**src/rtl/cmp_cal_pkg.sv**
```systemverilog
// Shared constants, state encoding and offset arithmetic for the comparator
// offset collector that sits behind the FLASH_ADC offset finder.
package cmp_cal_pkg;

  localparam int N_CMP = 32;
  localparam int BITS  = 16;
  localparam int IW    = $clog2(N_CMP);
  localparam int OFF_W = BITS + 1;

  localparam logic [BITS-1:0] NOM_BASE = 16'h0400;
  localparam logic [BITS-1:0] NOM_STEP = 16'h0800;

  // Extremes of the signed offset range, used to seed the min/max trackers
  localparam logic [OFF_W-1:0] OFF_MOST_POS = {1'b0, {BITS{1'b1}}};
  localparam logic [OFF_W-1:0] OFF_MOST_NEG = {1'b1, {BITS{1'b0}}};

  localparam logic [IW-1:0] LAST_IDX = IW'(N_CMP - 1);

  typedef enum logic [1:0] {
    COLLECT = 2'd0,
    DONE    = 2'd1,
    DUMP    = 2'd2
  } cal_state_e;

  // Ideal ladder threshold code for a comparator, computed modulo 2^BITS
  function automatic logic [BITS-1:0] nom_code(input logic [IW-1:0] idx);
    logic [BITS-1:0] idxWide;
    idxWide = BITS'(idx);
    return NOM_BASE + idxWide * NOM_STEP;
  endfunction

  // Signed distance of a settled DAC code from the ideal threshold
  function automatic logic [OFF_W-1:0] code_offset(input logic [BITS-1:0] code,
                                                   input logic [IW-1:0]   idx);
    return {1'b0, code} - {1'b0, nom_code(idx)};
  endfunction

  // Two's complement less-than on offset-width values
  function automatic logic off_less(input logic [OFF_W-1:0] a,
                                    input logic [OFF_W-1:0] b);
    return $signed(a) < $signed(b);
  endfunction

endpackage

```
**src/rtl/cmp_offset_table.sv**
```systemverilog
// Per-comparator offset storage: one write port for captures and a
// registered read port whose output register directly drives the stream
// data. Only the read register is reset; the array keeps its contents.
module cmp_offset_table
  import cmp_cal_pkg::*;
(
  input  logic             clk,
  input  logic             rst_n,
  input  logic             clear_i,
  input  logic             we_i,
  input  logic [IW-1:0]    waddr_i,
  input  logic [OFF_W-1:0] wdata_i,
  input  logic             re_i,
  input  logic [IW-1:0]    raddr_i,
  output logic [OFF_W-1:0] rdata_o
);

  logic [OFF_W-1:0] mem_q [N_CMP];
  logic [OFF_W-1:0] rdata_q;

  // Capture write: the array is deliberately left out of reset
  always_ff @(posedge clk) begin
    if (we_i) begin
      mem_q[waddr_i] <= wdata_i;
    end
  end

  // Read register only moves on a read request so the stream can stall
  always_ff @(posedge clk) begin
    if (!rst_n || clear_i) begin
      rdata_q <= '0;
    end else if (re_i) begin
      rdata_q <= mem_q[raddr_i];
    end
  end

  assign rdata_o = rdata_q;

endmodule

```
**src/rtl/cmp_offset_collector.sv**
```systemverilog
// Collects the offset finder's settled SAR DAC codes, one per comparator,
// turns them into signed offsets from the ideal ladder, tracks the extreme
// offsets and streams the finished table out over valid/ready.
module cmp_offset_collector
  import cmp_cal_pkg::*;
(
  input  logic             clk,
  input  logic             rst_n,
  input  logic             rdy,
  input  logic [BITS-1:0]  dac_ctl,
  input  logic             clear,
  input  logic             dump_req,
  output logic             done,
  output logic             err,
  output logic [OFF_W-1:0] min_off,
  output logic [OFF_W-1:0] max_off,
  output logic             out_valid,
  input  logic             out_ready,
  output logic [IW-1:0]    out_idx,
  output logic [OFF_W-1:0] out_offset
);

  cal_state_e       state_q, state_d;
  logic [IW-1:0]    idx_q;
  logic             rdy_q;
  logic             err_q;
  logic [OFF_W-1:0] minOff_q;
  logic [OFF_W-1:0] maxOff_q;
  logic [IW-1:0]    rdPtr_q;
  logic             outValid_q;
  logic [IW-1:0]    outIdx_q;

  logic             rise;
  logic [OFF_W-1:0] capOff;
  logic             capture;
  logic             load;
  logic             handshake;
  logic             lastOut;

  assign rise      = rdy & ~rdy_q;
  assign capOff    = code_offset(dac_ctl, idx_q);
  assign handshake = outValid_q & out_ready;
  assign lastOut   = (outIdx_q == LAST_IDX);

  // State register
  always_ff @(posedge clk) begin
    if (!rst_n) begin
      state_q <= COLLECT;
    end else begin
      state_q <= state_d;
    end
  end

  // Next state: clear overrides every other transition
  always_comb begin
    state_d = state_q;
    unique case (state_q)
      COLLECT: if (rise && idx_q == LAST_IDX) state_d = DONE;
      DONE:    if (dump_req) state_d = DUMP;
      DUMP:    if (handshake && lastOut) state_d = DONE;
      default: state_d = COLLECT;
    endcase
    if (clear) begin
      state_d = COLLECT;
    end
  end

  // State-decoded controls: capture strobe, stream reload, done flag
  always_comb begin
    capture = 1'b0;
    load    = 1'b0;
    done    = 1'b0;
    unique case (state_q)
      COLLECT: capture = rise;
      DONE:    done = 1'b1;
      DUMP: begin
        done = 1'b1;
        load = ~outValid_q | (handshake & ~lastOut);
      end
      default: ;
    endcase
    if (clear) begin
      capture = 1'b0;
      load    = 1'b0;
    end
  end

  // Edge detector and capture index; the index wraps after the last comparator
  always_ff @(posedge clk) begin
    if (!rst_n || clear) begin
      rdy_q <= 1'b0;
      idx_q <= '0;
    end else begin
      rdy_q <= rdy;
      if (capture) begin
        idx_q <= idx_q + IW'(1);
      end
    end
  end

  // Sticky error: a finder strobe outside the collection phase
  always_ff @(posedge clk) begin
    if (!rst_n || clear) begin
      err_q <= 1'b0;
    end else if (rise && state_q != COLLECT) begin
      err_q <= 1'b1;
    end
  end

  // Min/max trackers start at the opposite extremes so the first capture wins both
  always_ff @(posedge clk) begin
    if (!rst_n || clear) begin
      minOff_q <= OFF_MOST_POS;
      maxOff_q <= OFF_MOST_NEG;
    end else if (capture) begin
      if (off_less(capOff, minOff_q)) begin
        minOff_q <= capOff;
      end
      if (off_less(maxOff_q, capOff)) begin
        maxOff_q <= capOff;
      end
    end
  end

  // Stream front end: rdPtr names the next entry to fetch into the output register
  always_ff @(posedge clk) begin
    if (!rst_n || clear) begin
      rdPtr_q    <= '0;
      outValid_q <= 1'b0;
      outIdx_q   <= '0;
    end else if (state_q != DUMP) begin
      rdPtr_q    <= '0;
      outValid_q <= 1'b0;
    end else if (load) begin
      rdPtr_q    <= rdPtr_q + IW'(1);
      outIdx_q   <= rdPtr_q;
      outValid_q <= 1'b1;
    end else if (handshake) begin
      outValid_q <= 1'b0;
    end
  end

  cmp_offset_table uTable (
    .clk     (clk),
    .rst_n   (rst_n),
    .clear_i (clear),
    .we_i    (capture),
    .waddr_i (idx_q),
    .wdata_i (capOff),
    .re_i    (load),
    .raddr_i (rdPtr_q),
    .rdata_o (out_offset)
  );

  assign err       = err_q;
  assign min_off   = minOff_q;
  assign max_off   = maxOff_q;
  assign out_valid = outValid_q;
  assign out_idx   = outIdx_q;

endmodule

```
**config.mk**
```make
export PLATFORM = sky130hd
export DESIGN_NAME = cmp_offset_collector
export DESIGN_NICKNAME = d
export VERILOG_FILES = /design/src/rtl/cmp_cal_pkg.sv /design/src/rtl/cmp_offset_table.sv /design/src/rtl/cmp_offset_collector.sv
export SDC_FILE = /design/constraint.sdc
export NUM_CORES = 1
export LEC_CHECK = 0
export CAP_MARGIN = 20
export CORE_ASPECT_RATIO = 1.2
export CORE_UTILIZATION = 47
export CTS_BUF_LIST = sky130_fd_sc_hd__clkbuf_2 sky130_fd_sc_hd__clkbuf_4 sky130_fd_sc_hd__clkbuf_8
export CTS_CLUSTER_DIAMETER = 80
export DETAILED_ROUTE_END_ITERATION = 10
export PLACE_DENSITY = 0.72
export SLEW_MARGIN = 15
export SYNTH_ARGS = -nofsm -noshare
export SYNTH_HDL_FRONTEND = slang
export SYNTH_SLANG_ARGS = --single-unit
```
**constraint.sdc**
```tcl
create_clock -name clk -period 12.41 [get_ports clk]
set_input_delay 2.482 -clock clk [delete_from_list [all_inputs] [get_ports clk]]
set_output_delay 2.482 -clock clk [all_outputs]
set_load 0.02 [all_outputs]
```
==> run metrics, run 1 <==
final net count 1,540; commonest non-fill, non-tap cell in the layout edfxtp_1; Post-Synthesis Cells 1,321; Worst Tran Pin Value 1.05 ns; 1st-iter DRT viols 1,160; Req. time, crit path 12.93 ns; Yosys reg bits 615; Clock Pin Slew Worst Setup and Hold Paths 0.06 ns; sequence of cells on the critical path clkdlybuf4s50_1 -> inv_1 -> buf_16 -> fa_1 -> nand2b_1 -> a21oi_2 -> a21o_1 -> a21o_1 -> inv_1 -> ha_1 -> nand3b_1 -> a2111oi_2 -> o21ai_1 -> or4b_1 -> nand3_1 -> o211ai_1; Final ANT Viol Nets 0; Setup violations, final 0; CTS Sinks 615; Cell Rows 91; CTS max path bufs 3; slowest CP cell or4b_1; # fillers 3,985; H-tree level count 3; Routed WL per cell 25.8 um; RSZ-0062 raised after global routing false; leakage power 0.00908 uW; area used by multi-input combinational logic 0.00660 sq mm; final instance count without filler cells 2,254; GR Overflow Total 0; TritonCTS clock tree yes; CP max stage delay 0.93 ns; CTS-repair resized insts 0; worst skew pair latency 0.69 ns; Hold Buf Count CTS 0; Synth area leader edfxtp_1; Setup Buffers After CTS 0; DP Cell Count 2,078; nature of the critical path startpoint input port; Max-cap violations 0; initial antenna violation count 2; core area 0.0517 sq mm; CTS root buffer clkbuf_8; Pwr per Cell Area 143 mW/mm^2; max-slew violation count 0; die height 254 um; design area 0.0285 sq mm; Worst Slack Setup Final 5.51 ns; first-pass GRT wire length 85,600 um; final hold violations 0; dpl cell area 0.0266 sq mm; TritonCTS buffer count 92; main combinational cell family by area after synthesis multiplexers; vias per cell 5.81; syn avg cell area 18.8 sq um; pre-CTS setup slack 4.76 ns; Seq/Total Area, Yosys 0.716; Synth Warn # 0; Worst Skew 0.0400 ns; Area Growth Syn to Fin 15.1%; fraction of the mapped netlist area in adder cells 0.0214; Simple-Gate Fraction of Synth Area 0.0382; drc violations 0; share of the synthesized area in the top cell type 0.659; most frequent cells in the layout edfxtp_1 (544), mux4_2 (161), clkbuf_8 (97); post-route total power 4090 uW; IO Pins 81; RD Place Congestion 0.832; final WL 58,100 um; Post-Synth XOR/XNOR Area 0.00318; period utilization 0.556; outcome finished clean; vias in the first global route 13,400; max_slew headroom 0.300; Tot GR Track Use 0.224; Async S/R FF share, synth 0; Critical Path AT 7.42 ns; Final min period 6.90 ns; Fmax 0.145 GHz; Max VDD drop 0.0000759 V; Post-Syn Nets 1,384; FF/Latch Area 0.0178 sq mm; Die ar. 0.0537 sq mm; HP Class reg2reg; Vias 13,100; Main synth FF type edfxtp_1; TNS Setup 0 ns; Crit Path Max Fanout 34; number of synthesized flops with an enable pin 544; crit end category register; synth unique cells 66; multiplexer share of the synthesized area 0.155; Compound-Gate Fraction of Synth Area 0.0447; Starting Density 0.479; largest net degree at the start of global routing 59; fraction of layout cells with a size suffix above 1 0.274; WS Path Type in2reg; Post-Syn Area 0.0248 sq mm; DP Wirelength 33,500 um; drt pass-1 iters 7; top cells by area, synth edfxtp_1 (66%), mux4_2 (15%), dfxtp_1 (5.7%), ha_1 (2.0%), a21oi_1 (1.4%); Buffers on Ports 80; Chip Width 212 um
## area by class of cell
class,count,share of cell area
clock inverter,45,0.0110
tap,697,0.0306
antenna,1,0.0000877
sequential,615,0.623
multi-input combinational,589,0.231
inverter,44,0.00579
clock buffer,128,0.0550
timing repair buffer,135,0.0431
## synthesized netlist by cell type, drive strengths merged (2+ instances only)
master   number
edfxtp      544
mux4        161
a21oi        71
dfxtp        71
nor2         52
inv          44
o21ai        44
ha           40
nand3        40
clkbuf       37
buf          36
nand2        33
mux2i        22
a211oi       16
o211ai       16
nor2b        13
nor3          8
nand4         6
nand2b        5
xnor2         5
xor2          4
a2111oi       3
a211o         3
a21o          3
and2          3
nand3b        3
or4b          3
a21boi        2
a22oi         2
a31oi         2
nor4          2
nor4b         2
o21a          2
o22ai         2
o31ai         2
or2           2
or4           2
## flip-flops by register name, indices dropped and copies added (netlist names)
signal	cells
uTable.mem_q	544
max_off	17
min_off	17
uTable.rdata_o	17
idx_q	5
out_idx	5
rdPtr_q	5
state_q	2
err	1
out_valid	1
rdy_q	1
## power by group
part,internal [uW],leakage [uW],switching (uW)
registers,2270,0.00547,6.72
logic,44.0,0.00262,103
clock network,905,0.000993,761
total,3220,0.00908,871
## critical path, delay by kind of cell
kind | cells | cell delay (ns)
and+or+nand+nor | 4 | 1.45
buffers and inverters | 4 | 1.47
adders and majority gates | 2 | 0.94
AOI/OAI and AO/OA | 6 | 1.08
## per-stage QoR
stage                     hold WS [ns]   util
after floorplan                  0.482      -
after global placement           0.465  0.515
after detailed placement         0.472  0.515
after CTS                        0.488  0.551
after global routing             0.523  0.552
final                            0.490  0.552
## final timing paths
kind | to | start | cells past startpoint | slack, ns
worst max-delay path | min_off[8] | dac_ctl[10] | 16 | 5.51
worst max register to register | min_off[8] | idx_q[2] | 14 | 7.84
worst min-delay path | out_idx[1] | out_idx[1] | 2 | 0.49
worst min register to register | out_idx[1] | out_idx[1] | 2 | 0.49
## per-layer routing
| metal | vias up | wire length, um | track usage |
|---|---|---|---|
| met5 | - | 0 | 0 |
| met1 | 6811 | 23200 | 0.289 |
| met3 | 83 | 4250 | 0.0499 |
| li1 | 5685 | - | - |
| met2 | 524 | 29500 | 0.379 |
| met4 | 0 | 1210 | 0.0677 |
## kinds of logic (layout without fill, tap and decap cells)
family,Yosys count,after routing
compound gates,175,175
fa+ha+maj,42,42
flops,615,615
buf+inv,117,352
simple gates,180,180
xor+xnor,9,9
other cells,0,1
mux,183,183
(Power assumes the default switching activity.)
==> run 2, diff against run 1 <==
--- a/config.mk
+++ b/config.mk
@@ -11,7 +11,7 @@
 export CTS_BUF_LIST = sky130_fd_sc_hd__clkbuf_2 sky130_fd_sc_hd__clkbuf_4 sky130_fd_sc_hd__clkbuf_8
 export CTS_CLUSTER_DIAMETER = 80
 export DETAILED_ROUTE_END_ITERATION = 10
-export PLACE_DENSITY = 0.72
+export PLACE_DENSITY = 0.74
 export SLEW_MARGIN = 15
 export SYNTH_ARGS = -nofsm -noshare
 export SYNTH_HDL_FRONTEND = slang
==> constraint.sdc (replaced) <==
create_clock -name clk -period 6 [get_ports clk]
set_input_delay 1.2 -clock clk [delete_from_list [all_inputs] [get_ports clk]]
set_output_delay 1.2 -clock clk [all_outputs]
set_load 0.02 [all_outputs]
==> run metrics, run 2 (synthesis results as in run 1) <==
vias in the first global route 13,600; slowest CP cell or4b_1; area used by multi-input combinational logic 0.00660 sq mm; CTS root buffer clkbuf_8; final hold violations 0; DP Wirelength 33,400 um; Req. time, crit path 6.48 ns; first-pass GRT wire length 83,200 um; 1st-iter DRT viols 1,162; Worst Tran Pin Value 1.10 ns; Worst R2R Start idx_q[2]; RSZ-0062 raised after global routing false; Routed WL per cell 24.5 um; fraction of layout cells with a size suffix above 1 0.275; Hold Path Cell Cnt 2; WS Path Type in2reg; Sw Share 0.209; Max-cap violations 0; r2r setup slk 1.99 ns; TritonCTS clock tree yes; clock power share 0.397; core area 0.0517 sq mm; TNS Setup 0 ns; Fmax 0.212 GHz; max_slew headroom 0.261; crit end category register; Crit Path Max Fanout 17; TritonCTS buffer count 94; Worst setup endpoint min_off[10]; Tot GR Track Use 0.212; nature of the critical path startpoint input port; sw power 1740 uW; max-slew violation count 0; most frequent cells in the layout edfxtp_1 (544), mux4_2 (161), clkbuf_8 (99); Critical Path AT 5.20 ns; sequence of cells on the critical path clkdlybuf4s50_1 -> inv_1 -> fa_1 -> nand2b_1 -> a21oi_2 -> a21o_1 -> a21o_1 -> inv_1 -> ha_1 -> nand3b_1 -> a2111oi_2 -> o21ai_1 -> or4b_1 -> a21oi_1 -> o21ai_0; Final ANT Viol Nets 0; Setup Buffers After CTS 0; hold slack 0.479 ns; IO Pins 81; leakage power 0.00904 uW; GR Overflow Total 0; vias per cell 5.88; # fillers 3,906; Cell Rows 91; CTS-repair resized insts 0; Pwr per Cell Area 293 mW/mm^2; Die ar. 0.0537 sq mm; Setup violations, final 0; Chip Width 212 um; largest net degree at the start of global routing 77; CTS Sinks 615; H-tree level count 3; final WL 55,100 um; Area Growth Syn to Fin 14.9%; die height 254 um; RD Place Congestion 0.884; Hold Buf Count CTS 0; RR Endpoint min_off[10]; final net count 1,543; worst skew pair latency 0.66 ns; HP Class reg2reg; CTS max path bufs 3; period utilization 0.786; CP max stage delay 0.92 ns; share of power burned in registers 0.565; Critical path origin dac_ctl[10]; drc violations 0; initial antenna violation count 1; reg2reg path depth 14; Final min period 4.72 ns; Buffers on Ports 80; Vias 13,200; commonest non-fill, non-tap cell in the layout edfxtp_1; combinational share of power 0.037; Worst Skew 0.0388 ns; FF/Latch Area 0.0178 sq mm; Clock Pin Slew Worst Setup and Hold Paths 0.06 ns; Max VDD drop 0.000148 V; max reg flops 544; Int Pwr 6590 uW; drt pass-1 iters 5; Starting Density 0.479; Reg with most FFs uTable.mem_q; outcome finished clean
-- run 2: how the worst min path moves through the flow --
stage / from / to / slack, ns
finish: out_idx[4] / out_idx[4] / 0.48
global route: out_idx[3] / out_idx[3] / 0.50
CTS: out_idx[4] / out_idx[4] / 0.48
detailed placement: out_idx[4] / out_idx[4] / 0.47
global placement: out_idx[0] / out_idx[0] / 0.46
floorplan: idx_q[1] / idx_q[1] / 0.48
-- run 2: power by group through the flow --
stage / Combinational [uW] / Sequential (uW) / Clock, uW
2_1_floorplan: 152 / 4810 / 0
3_3_place_gp: 292 / 4800 / 0
3_5_place_dp: 307 / 4800 / 0
4_1_cts: 309 / 4710 / 3370
5_1_grt: 337 / 4710 / 3560
6_report: 311 / 4710 / 3310
-- run 2: worst max-delay path, delay by kind of cell --
kind,cells,cell delay (ns)
buffers and inverters,3,0.75
AO/OA/AOI/OAI,7,1.30
adder cells (fa/ha/maj),2,0.75
AND/OR/NAND/NOR,3,1.20
-- run 2: per-layer routing --
layer,up-vias,track usage,part of all wire
met5,-,0,0
met4,0,0.0867,0.031
met3,123,0.0418,0.080
met2,592,0.350,0.49
met1,6811,0.277,0.40
li1,5678,-,-
-- run 2: metrics by stage --
| stage | instance area (sq um) | utilization | setup slack, ns | std cells | total power [uW] |
|---|---|---|---|---|---|
| after floorplan | 24800 | - | 1.28 | 1321 | 4960 |
| after global placement | 26600 | 0.515 | 0.791 | 2076 | 5090 |
| after detailed placement | 26700 | 0.516 | 0.678 | 2079 | 5110 |
| after CTS | 28500 | 0.550 | 1.35 | 2243 | 8390 |
| after global routing | 28500 | 0.551 | 1.03 | 2246 | 8600 |
| final | 28500 | 0.551 | 1.28 | 2246 | 8340 |
-- run 2: area by class of cell --
cell class | instances | share of cell area
multi-input combinational | 589 | 0.232
tap | 697 | 0.0306
inverter | 44 | 0.00580
clock inverter | 26 | 0.00505
timing repair buffer | 136 | 0.0448
clock buffer | 138 | 0.0581
sequential | 615 | 0.624
antenna | 1 | 0.0000879
==> RTL change 1: new RTL, settings of run 1 <==
Change the package constant `N_CMP` from 32 to 16.
--- a/src/rtl/cmp_cal_pkg.sv
+++ b/src/rtl/cmp_cal_pkg.sv
@@ -4,3 +4,3 @@
 
-  localparam int N_CMP = 32;
+  localparam int N_CMP = 16;
   localparam int BITS  = 16;
Interface: changed (resized out_idx); port bits go from 81 to 80. The function was not compared with the original's and may differ.
==> RTL change 1 against run 1 <==
Setup slack worse by 0.84 ns. Fmax shrank 11%. Largest power group unchanged. Power fell by 42%. Count of clock-buffer cells in the layout decreased by 53. Sequential cell count shrank 275. Design area decreased by 41%. Largest cell class unchanged. Non-clock buffer count down 29. Area after synthesis is 42% lower. Global-route usage down 1.7 points. Wire length fell by 45%.
==> RTL change 1: results (changes against run 1) <==
multiInputGateArea_um2: 4550  # -31%
buf_share_pct: 5.91  # +1.6 points
numCtsBuffers: 50  # -46%
place_area_um2: 15800  # -41%
wl_met1_um: 12500  # -46%
fillCellCount: 2396  # -40%
cp_max_fo: 23  # -32%
grt_max_degree: 51  # -14%
reg2reg_depth: 15  # +1
synth-edff-count: 272  # -50%
seq_cell_count: 340  # -45%
nets: 1108  # -28%
clkbuf_count: 75  # -41%
post-route-util_pct: 56.3  # +1.1 points
nNonClkBuffers: 106  # -21%
post_synth_most_frequent_cells: "edfxtp_1, nand2_1, mux4_2, dfxtp_1, inv_1"
seqCellArea_um2: 9530  # -46%
outcome: "complete, no violations"
synthXorXnorAreaFrac_pct: 1.15  # +0.84 points
instances_no_fill: 1468  # -35%
ys_top_cells_by_area: "edfxtp_1, mux4_2, dfxtp_1"
clk_latency_ns: 0.58  # -0.11 ns
power_frac_seq_pct: 53.9  # -1.8 points
ys_seq_area_share_pct: 66.1  # -5.6 points
worst_path_largest_cell_delay_ns: 1.02  # +0.09 ns
place_congestion: 0.819  # -1.6%
final-clk-cell-share_pct: 6.15  # -0.44 points
multi_input_comb_cells: 484  # -18%
synth_compound_area_share_pct: 4.36  # -0.11 points
grt_pass1_wl_um: 48600  # -43%
route.met2.wl_um: 16500  # -44%
htree_levels: 2  # -1
tightest_slew_ns: 1.13  # +0.0794 ns
startpoint: "dac_ctl[1]"
skew_ns: 0.0245  # -0.0154 ns
max_freq_ghz: 0.129  # -11%
route.met3.wl_um: 1940  # -54%
crit_end: "min_off[11]"
dp_cells: 1375  # -34%
dp_slack_ns: 4.16  # -0.600 ns
wl_per_cell_um: 21.6  # -16%
crit_family: "compound AO/OA/AOI/OAI gates"
syn_nets: 992  # -28%
p_leak_nw: 5.77  # -36%
[RTL change 1: changes by cell type in the layout (fill, tap and decap cells not counted), moves of 15 or more]
cell	run 1	this run
nand2_1	33	96
a21oi_1	68	39
edfxtp_1	544	272
o21ai_0	43	10
clkbuf_8	97	54
mux4_2	161	85
clkinv_1	25	10
buf_4	54	27
nor2_2	33	1
[RTL change 1: how the worst min path moves through the flow]
stage,from,endpoint,slack [ns],depth (start not counted)
after floorplan,state_q[1],state_q[1],0.49,2
after global placement,uTable.rdata_o[7],uTable.rdata_o[7],0.44,2
after detailed placement,uTable.rdata_o[9],uTable.rdata_o[9],0.45,2
after CTS,uTable.rdata_o[9],uTable.rdata_o[9],0.46,2
after global routing,uTable.rdata_o[8],uTable.rdata_o[8],0.48,2
final,uTable.rdata_o[9],uTable.rdata_o[9],0.45,2
==> RTL change 2: new RTL, config.mk and constraints of run 1 <==
Without the edit above. Make the reset (`rst_n`) asynchronous in one clocked block.
--- a/src/rtl/cmp_offset_collector.sv
+++ b/src/rtl/cmp_offset_collector.sv
@@ -45,3 +45,3 @@
   // State register
-  always_ff @(posedge clk) begin
+  always_ff @(posedge clk or negedge rst_n) begin
     if (!rst_n) begin
Behaviour: same outputs for any inputs over 4 cycles, from zero or initial values and one cycle with rst_n low; that may be too few to reach the edited logic, so the function may still have changed.
==> RTL change 2 against run 1 <==
Clock power is 4% lower. Global-route usage is 0.89 points lower. Design area is 0.87% higher. Wire length is 3.1% lower. Worst hold slack better by 0.0066 ns. Power is 2.2% higher. Register-to-register slack better by 0.16 ns. Count of clock-buffer cells in the layout is 11 higher. Sequential share of layout area is 0.51 points lower. Area after synthesis is 1.0% higher. Sequential cell count stayed put. Die area is 1.0% higher. Setup slack worse by 0.14 ns. Critical path type unchanged. Critical endpoint is now min_off[16]. Largest power group unchanged.
==> RTL change 2: results (changes against run 1) <==
post_synth_most_frequent_cells: "edfxtp_1, mux4_2, nor2_1, dfxtp_1, clkbuf_1"
ys_seq_area_share_pct: 71.0  # -0.68 points
htree_levels: 3  # unchanged
whs_endpoint: "uTable.rdata_o[11]"
antenna_found_initial: 1  # -1
synth_compound_area_share_pct: 4.34  # -0.13 points
switching_power_mw: 0.925  # +6.2%
fillCellCount: 4045  # +1.5%
ir_worst_vdd_v: 0.0000897  # +18%
synth.mux.area_fraction_pct: 16.9  # +1.4 points
synthXorXnorAreaFrac_pct: 0.450  # +0.13 points
rr_startpoint: "idx_q[1]"
dp_cells: 2089  # +0.53%
cp_max_fo: 35  # +2.9%
regMostFlops: "uTable.mem_q"
ys_types: 59  # -11%
nets: 1544  # +0.26%
dr.pass1.iters: 5  # -2
grt_pass1_vias: 13700  # +2.1%
worst_path_largest_cell_delay_ns: 0.63  # -0.30 ns
place_congestion: 0.872  # +4.8%
skew_ns: 0.0273  # -0.0126 ns
synth_adder_area_share_pct: 2.13  # -0.012 points
async_reset_ff_share_pct: 0.325  # +0.33 points
hold_ws_ns: 0.497  # +0.00664 ns
reg2reg_slack_ns: 8.00  # +0.16 ns
ys_top_cells_by_area: "edfxtp_1, mux4_2, dfxtp_1"
hpwl_um: 33700  # +0.53%
clk_latency_ns: 0.66  # -0.03 ns
reg2reg_depth: 12  # -2
dp_slack_ns: 4.80  # +0.0427 ns
crit_path_top_delay_cell: "o31a_1"
numCtsBuffers: 93  # +1.1%
syn_nets: 1385  # +0.072%
grt_pass1_wl_um: 84200  # -1.6%
crit_arrival_ns: 7.57  # +0.15 ns
timing.rr.end: "min_off[16]"
instances_no_fill: 2250  # -0.18%
worst_hold_startpoint: "uTable.rdata_o[11]"
grt_max_degree: 60  # +1.7%
gr-usage-all-layers_pct: 21.5  # -0.89 points
p_leak_nw: 9.05  # -0.28%
synth-edff-count: 544  # unchanged
vias_per_cell: 5.88  # +1.2%
place_area_um2: 26900  # +1.3%
outcome: "complete, no violations"
drive_gt1_share_pct: 28.4  # +0.99 points
## RTL change 2: cell types whose count changed after synthesis, sizes merged, moves of 13 or more
cell    before  now
a221oi       0   18
o31ai        2   15
nor2        52   85
o211ai      16    2
a22o         0   14
a21oi       71   26
## RTL change 2: worst max-delay path by stage
stage	start	end	slack [ns]	cells after the start
after floorplan	dac_ctl[10]	max_off[9]	6.20	14
after global placement	dac_ctl[10]	min_off[16]	4.98	13
after detailed placement	dac_ctl[10]	min_off[16]	4.80	13
after CTS	dac_ctl[10]	min_off[16]	5.49	13
after global routing	dac_ctl[10]	min_off[5]	4.98	13
final	dac_ctl[10]	min_off[16]	5.37	13
## RTL change 2: power groups by stage
| stage | Combinational, mW | Sequential (mW) | Clock [mW] |
|---|---|---|---|
| 2_1_floorplan | 0.153 | 2.35 | 0 |
| 3_3_place_gp | 0.265 | 2.34 | 0 |
| 3_5_place_dp | 0.275 | 2.34 | 0 |
| 4_1_cts | 0.276 | 2.30 | 1.64 |
| 5_1_grt | 0.299 | 2.30 | 1.72 |
| 6_report | 0.276 | 2.30 | 1.61 |
## RTL change 2: area by class of cell
type                       count  area, um^2  area share (%)
sequential                   615       17800            61.8
multi-input combinational    594        6920            24.0
clock buffer                 139        1680            5.82
timing repair buffer         137        1250            4.35
tap                          705         882            3.07
inverter                      39         146           0.509
clock inverter                20         116           0.404
antenna                        1        2.50         0.00870
## RTL change 2: per-layer routing
| metal | wire (um) | global-route usage [%] | up-vias |
|---|---|---|---|
| li1 | - | - | 5723 |
| met1 | 22200 | 27.8 | 6878 |
| met2 | 29000 | 36.7 | 550 |
| met3 | 3690 | 3.55 | 90 |
| met4 | 1480 | 7.87 | 0 |
| met5 | 0 | 0 | - |
